[src/rtl/byte_serializer_if.sv]
// byte_serializer_if: bus between a word producer and byte_serializer.
//   i_din / i_din_valid / o_din_ready : word write handshake
//   i_align                           : word-boundary strobe from the clock generator
//   i_clr_status                      : clears sticky status bits
//   o_dout / o_dout_valid             : serial bit and "carries data" flag
//   o_word_start                      : serial bit is bit 0 of a word
//   o_fifo_level                      : words queued
//   o_underrun / o_misalign           : sticky status
// Signal prefixes are from the serializer's point of view.
interface byte_serializer_if #(
   parameter int WIDTH = 8,
   parameter int DEPTH = 4
);
   localparam int LW = $clog2(DEPTH + 1);

   logic [WIDTH-1:0] i_din;
   logic             i_din_valid;
   logic             o_din_ready;
   logic             i_align;
   logic             i_clr_status;
   logic             o_dout;
   logic             o_dout_valid;
   logic             o_word_start;
   logic [LW-1:0]    o_fifo_level;
   logic             o_underrun;
   logic             o_misalign;

   modport slave (
      input  i_din, i_din_valid, i_align, i_clr_status,
      output o_din_ready, o_dout, o_dout_valid, o_word_start,
             o_fifo_level, o_underrun, o_misalign
   );

   modport master (
      output i_din, i_din_valid, i_align, i_clr_status,
      input  o_din_ready, o_dout, o_dout_valid, o_word_start,
             o_fifo_level, o_underrun, o_misalign
   );
endinterface

[src/rtl/byte_serializer.sv]
// byte_serializer: parallel-to-serial output stage on the bit clock.
// Words enter a DEPTH-deep FIFO through a valid/ready handshake and leave
// LSB first, one bit per i_clkin cycle. Word boundaries are self-timed
// (every WIDTH cycles) or forced by i_align. With nothing queued the idle
// word is shifted out; underrun and truncation are flagged sticky.
// Ports:
//   i_clkin : bit clock, rising edge
//   i_rst   : asynchronous active-high reset
//   bus     : byte_serializer_if slave modport (handshake, serial out, status)
module byte_serializer #(
   parameter int               WIDTH     = 8,
   parameter int               DEPTH     = 4,
   parameter logic [WIDTH-1:0] IDLE_WORD = '0
) (
   input logic                 i_clkin,
   input logic                 i_rst,
   byte_serializer_if.slave    bus
);
   localparam int AW = $clog2(DEPTH);
   localparam int LW = $clog2(DEPTH + 1);
   localparam int BW = $clog2(WIDTH);
   localparam logic [BW-1:0] BCNT_LAST = BW'(WIDTH - 1);

   logic [WIDTH-1:0] r_mem [DEPTH];
   logic [AW-1:0]    r_wptr;
   logic [AW-1:0]    r_rptr;
   logic [LW-1:0]    r_level;
   logic [BW-1:0]    r_bcnt;
   logic [WIDTH-1:0] r_shreg;
   logic             r_dout_valid;
   logic             r_word_start;
   logic             r_underrun;
   logic             r_misalign;

   logic w_ready;
   logic w_wr;
   logic w_load;
   logic w_pop;
   logic w_set_underrun;
   logic w_set_misalign;

   // Ready is held low during reset so nothing is accepted while state is cleared.
   assign w_ready = ~i_rst & (r_level < LW'(DEPTH));
   assign w_wr    = bus.i_din_valid & w_ready;
   assign w_load  = (r_bcnt == BCNT_LAST) | bus.i_align;
   // Pop decision uses the pre-edge level, so a word written on a load edge
   // into an empty FIFO waits for the following load edge.
   assign w_pop   = w_load & (r_level != '0);

   assign w_set_underrun = w_load & ~w_pop & r_dout_valid;
   // ALIGN on the natural last bit is an ordinary load, not a truncation.
   assign w_set_misalign = bus.i_align & (r_bcnt != BCNT_LAST) & r_dout_valid;

   // FIFO storage needs no reset; validity is carried by the pointers/level.
   always_ff @(posedge i_clkin) begin
      if (w_wr) r_mem[r_wptr] <= bus.i_din;
   end

   always_ff @(posedge i_clkin or posedge i_rst) begin
      if (i_rst) begin
         r_wptr       <= '0;
         r_rptr       <= '0;
         r_level      <= '0;
         r_bcnt       <= BCNT_LAST;
         r_shreg      <= IDLE_WORD;
         r_dout_valid <= 1'b0;
         r_word_start <= 1'b0;
         r_underrun   <= 1'b0;
         r_misalign   <= 1'b0;
      end else begin
         if (w_wr)  r_wptr <= r_wptr + 1'b1;
         if (w_pop) r_rptr <= r_rptr + 1'b1;

         case ({w_wr, w_pop})
            2'b10:   r_level <= r_level + 1'b1;
            2'b01:   r_level <= r_level - 1'b1;
            default: r_level <= r_level;
         endcase

         r_word_start <= w_load;

         if (w_load) begin
            r_bcnt       <= '0;
            r_shreg      <= w_pop ? r_mem[r_rptr] : IDLE_WORD;
            r_dout_valid <= w_pop;
         end else begin
            r_bcnt  <= r_bcnt + 1'b1;
            r_shreg <= {1'b0, r_shreg[WIDTH-1:1]};
         end

         // Set has priority over clear so no event is lost to a coincident clear.
         if (w_set_underrun)        r_underrun <= 1'b1;
         else if (bus.i_clr_status) r_underrun <= 1'b0;

         if (w_set_misalign)        r_misalign <= 1'b1;
         else if (bus.i_clr_status) r_misalign <= 1'b0;
      end
   end

   assign bus.o_din_ready  = w_ready;
   assign bus.o_dout       = r_shreg[0];
   assign bus.o_dout_valid = r_dout_valid;
   assign bus.o_word_start = r_word_start;
   assign bus.o_fifo_level = r_level;
   assign bus.o_underrun   = r_underrun;
   assign bus.o_misalign   = r_misalign;
endmodule
[src/flat_wrapper.sv]
// flat-port wrapper written by rule: the top's interface ports become plain ports
module byte_serializer_flat 
#(
   parameter int               WIDTH     = 8,
   parameter int               DEPTH     = 4,
   parameter logic [WIDTH-1:0] IDLE_WORD = '0
)
  (i_clkin, i_rst, bus_i_din, bus_i_din_valid, bus_i_align, bus_i_clr_status, bus_o_din_ready, bus_o_dout, bus_o_dout_valid, bus_o_word_start, bus_o_fifo_level, bus_o_underrun, bus_o_misalign);
  byte_serializer_if #(.WIDTH(WIDTH), .DEPTH(DEPTH)) bus_i ();
  input logic i_clkin;
  input logic i_rst;
  input wire logic [$bits(bus_i.i_din)-1:0] bus_i_din;
  input wire logic [$bits(bus_i.i_din_valid)-1:0] bus_i_din_valid;
  input wire logic [$bits(bus_i.i_align)-1:0] bus_i_align;
  input wire logic [$bits(bus_i.i_clr_status)-1:0] bus_i_clr_status;
  output wire logic [$bits(bus_i.o_din_ready)-1:0] bus_o_din_ready;
  output wire logic [$bits(bus_i.o_dout)-1:0] bus_o_dout;
  output wire logic [$bits(bus_i.o_dout_valid)-1:0] bus_o_dout_valid;
  output wire logic [$bits(bus_i.o_word_start)-1:0] bus_o_word_start;
  output wire logic [$bits(bus_i.o_fifo_level)-1:0] bus_o_fifo_level;
  output wire logic [$bits(bus_i.o_underrun)-1:0] bus_o_underrun;
  output wire logic [$bits(bus_i.o_misalign)-1:0] bus_o_misalign;
  assign bus_i.i_din = bus_i_din;
  assign bus_i.i_din_valid = bus_i_din_valid;
  assign bus_i.i_align = bus_i_align;
  assign bus_i.i_clr_status = bus_i_clr_status;
  assign bus_o_din_ready = bus_i.o_din_ready;
  assign bus_o_dout = bus_i.o_dout;
  assign bus_o_dout_valid = bus_i.o_dout_valid;
  assign bus_o_word_start = bus_i.o_word_start;
  assign bus_o_fifo_level = bus_i.o_fifo_level;
  assign bus_o_underrun = bus_i.o_underrun;
  assign bus_o_misalign = bus_i.o_misalign;
  byte_serializer #(.WIDTH(WIDTH), .DEPTH(DEPTH), .IDLE_WORD(IDLE_WORD)) u_core (.i_clkin(i_clkin), .i_rst(i_rst), .bus(bus_i));
endmodule
[config.mk]
export PLATFORM = sky130hd
export DESIGN_NAME = byte_serializer_flat
export DESIGN_NICKNAME = d
export VERILOG_FILES = /design/src/rtl/byte_serializer_if.sv /design/src/rtl/byte_serializer.sv /design/src/flat_wrapper.sv
export SDC_FILE = /design/constraint.sdc
export NUM_CORES = 1
export LEC_CHECK = 0
export BUFFER_PORTS_ARGS = -buffer_cell sky130_fd_sc_hd__buf_4
export CORE_ASPECT_RATIO = 1.75
export CORE_MARGIN = 1
export CORE_UTILIZATION = 31
export DETAILED_ROUTE_END_ITERATION = 6
export GPL_ROUTABILITY_DRIVEN = 0
export GPL_TIMING_DRIVEN = 0
export MAX_ROUTING_LAYER = met4
export PLACE_DENSITY_LB_ADDON = 0.25
export SYNTH_ARGS = -nofsm -noshare
export SYNTH_HDL_FRONTEND = slang
export SYNTH_SLANG_ARGS = --single-unit
export TNS_END_PERCENT = 20
[constraint.sdc]
create_clock -name i_clkin -period 2.52 [get_ports i_clkin]
set_input_delay 0.126 -clock i_clkin [delete_from_list [all_inputs] [get_ports i_clkin]]
set_output_delay 0.126 -clock i_clkin [all_outputs]
set_load 0.02 [all_outputs]
==> flow_metrics.env <==
export IMPL_post_cts_buffers=0
export IMPL_yosysWarnings=0
export IMPL_synth_edf_count=32
export IMPL_drt_pass1_iter_count=4
export IMPL_cp_required_ns=2.73
export IMPL_grt_pass1_vias=1164
export IMPL_grt_overflow_total=0
export IMPL_cts_max_level=2
export IMPL_post_dp_hpwl_um=2420
export IMPL_placedCellCount=222
export IMPL_die_x_um=64.4
export IMPL_vdd_ir_drop_max_mv=0.447
export IMPL_cts_buffers=5
export IMPL_antenna_left=0
export IMPL_worstSkewPairLatency_ns=0.28
export IMPL_grt_max_degree=23
export IMPL_start_util_pct=32.3
export IMPL_synth_ff_type="edfxtp_1"
export IMPL_rsz0062_at_grt="false"
export IMPL_status="finished, final reports clean"
export IMPL_setup_tns_ns=0
export IMPL_yosysUniqueCellTypes=26
export IMPL_worstPathArrival_ns=2.56
export IMPL_syn_nets=140
export IMPL_maxCapViolCount=0
export IMPL_wire_per_inst_um=14.7
export IMPL_ys_seq_area_share_pct=71.7
export IMPL_syn_avg_cell_area_sq_um=17.7
export IMPL_die_h_um=111
export IMPL_grt_antenna_before_repair=0
export IMPL_drv_slew=0
export IMPL_portBuffers=21
export IMPL_final_common_cell="edfxtp_1"
export IMPL_hold_violations=0
export IMPL_drtIter0Drc=38
export IMPL_netlist_instances=119
export IMPL_worst_pin_slew_ns=0.829
export IMPL_leakage_nw=1.03
export IMPL_ys_ff_latch=54
export IMPL_fmax_ghz=0.426
export IMPL_post_route_period_util_pct=93.2
export IMPL_start_kind="flop"
export IMPL_cts_root_buf="clkbuf_16"
export IMPL_cts_tree="yes"
export IMPL_nets=168
export IMPL_netlist_area_sq_um=2110
export IMPL_drc=0
export IMPL_wirelength_um=3390
export IMPL_end_kind="flop"
export IMPL_p_per_area_nw_per_um2=1080
export IMPL_post_route_min_period_ns=2.35
export IMPL_vias_per_cell=4.60
export IMPL_layout_common_cells="edfxtp_1, buf_4, dfrtp_1, inv_1, mux4_2"
export IMPL_n_antenna_cell=0
export IMPL_io_pins=22
export IMPL_layout_drive_gt1_share_pct=31.8
export IMPL_clock_sinks=54
export IMPL_clkTransAtPathRegs_ns=0.07
export IMPL_min_delay_path_class="in2async"
export IMPL_grt_pass1_wl_um=5700
export IMPL_crit_type="reg2reg"
export IMPL_setup_viol=0
export IMPL_synthArstFlopShare_pct=40.7
export IMPL_path_cells="ha_1, ha_2, o32a_1, buf_6, ha_2, inv_1, fa_1, xor2_1, nor2_1, xor2_1"
export IMPL_vias=1057
export IMPL_track_usage_pct=11.3
export IMPL_die_area_sq_um=7160
export IMPL_fp_row_count=39
export IMPL_area_growth_pct=21.6
export IMPL_cts_path_max_buffers=2
export IMPL_coreArea_sq_um=6540
export IMPL_critPathMaxFanout=10
export IMPL_crit_path_top_delay_cell="dfstp_2"
export IMPL_finClkSkew_ns=0.00373
export IMPL_cpPeakStageDelay_ns=0.54
export IMPL_relSlewSlack_pct=44.7
export IMPL_final_cell_count_no_fill=230
[cells in the mapped netlist (2+ instances only)]
master	n	area (sq um)
dfstp_2	3	78.8
inv_1	10	37.5
edfxtp_1	32	961
nand2_1	2	7.51
nor2_1	4	15.0
dfrtp_1	19	475
xnor2_1	3	26.3
and3_1	4	25.0
xor2_1	3	26.3
and2_1	4	25.0
a22o_1	7	61.3
ha_1	7	87.6
mux4_2	8	180
[what timing repair did]
item / in CTS / in global routing
endpoints found under the hold margin: 0 / 0
resized for setup: 0 / 5
hold buffers: 0 / 0
setup endpoints to repair: 0 / 1
[layer usage]
metal | GRT usage, % | routed length [um]
met3 | 2.78 | 115
met2 | 20.1 | 1920
met4 | 5.48 | 95
met1 | 11.0 | 1250
met5 | - | 0
[state kept, by name, indices dropped and copies added (netlist names)]
| name | count |
|---|---|
| u_core.bus.o_misalign | 1 |
| u_core.r_wptr | 2 |
| u_core.bus.o_word_start | 1 |
| u_core.r_mem | 32 |
| u_core.bus.o_underrun | 1 |
| u_core.r_shreg | 8 |
| u_core.bus.o_dout_valid | 1 |
| u_core.bus.o_fifo_level | 3 |
| u_core.r_bcnt | 3 |
| u_core.r_rptr | 2 |
[power breakdown]
group	total [mW]	internal (mW)	leakage (nW)	switching, mW
registers	1.22	1.13	0.548	0.0960
logic	0.768	0.386	0.392	0.382
clock network	0.784	0.490	0.0904	0.294
[cell type report]
| type | count | area, sq um |
|---|---|---|
| multi-input cells | 52 | 543 |
| fillers | 637 | 3970 |
| clock buffers | 7 | 175 |
| flip-flops and latches | 54 | 1520 |
| clock inverters | 1 | 8.76 |
| inverters | 10 | 37.5 |
| repair buffers | 21 | 158 |
| well taps | 82 | 103 |
| plain buffers | 3 | 27.5 |
[path summary, 6_finish.rpt]
check	endpoint	slack, ns	cells past startpoint	start
min in group i_clkin	u_core.r_mem[2][7]$_DFFE_PP_	0.04	1	bus_i_din[7]
worst min-delay path	u_core.r_wptr[1]$_DFFE_PP0P_	0.009	2	i_rst
max in group asynchronous	u_core.r_rptr[0]$_DFFE_PP0P_	1.99	2	i_rst
worst max register to register	u_core.bus.o_fifo_level[2]$_DFFE_PP0P_	0.17	10	u_core.r_bcnt[0]$_DFF_PP1_
worst max-delay path	u_core.bus.o_fifo_level[2]$_DFFE_PP0P_	0.17	10	u_core.r_bcnt[0]$_DFF_PP1_
worst min register to register	u_core.r_shreg[0]$_DFF_PP0_	0.48	1	u_core.r_shreg[1]$_DFF_PP0_
[cell families (layout without fill, tap and decap cells)]
family / count (synthesis) / count (layout) / synth area share [%]
compound gates: 11 / 11 / 4.15
flops: 54 / 54 / 71.7
xor+xnor: 6 / 6 / 2.49
fa+ha+maj: 8 / 8 / 5.09
simple gates: 17 / 17 / 4.21
mux: 10 / 10 / 9.54
buf+inv: 13 / 42 / 2.78
[critical path: cells and delay by family (launching register included)]
family | cells | cell delay, ns
buffers and inverters | 2 | 0.20
adder cells (fa/ha/maj) | 4 | 0.95
AO/OA/AOI/OAI | 1 | 0.18
AND/OR/NAND/NOR | 1 | 0.11
flip-flops | 1 | 0.54
XOR/XNOR | 2 | 0.30
[per-stage QoR]
| step | power (mW) | hold WS, ns | util, % | worst slack (ns) | cell area, sq um |
|---|---|---|---|---|---|
| after floorplan | 1.77 | 0.113 | - | 0.301 | 2110 |
| after global placement | 1.97 | 0.325 | 36.3 | 0.142 | 2370 |
| after detailed placement | 2.01 | 0.329 | 36.3 | 0.0704 | 2370 |
| after CTS | 2.81 | 0.0298 | 39.1 | 0.0520 | 2560 |
| after global routing | 2.94 | 0.0303 | 39.3 | 0.0000502 | 2570 |
| final | 2.77 | 0.00921 | 39.3 | 0.171 | 2570 |
(Power assumes the default switching activity.)
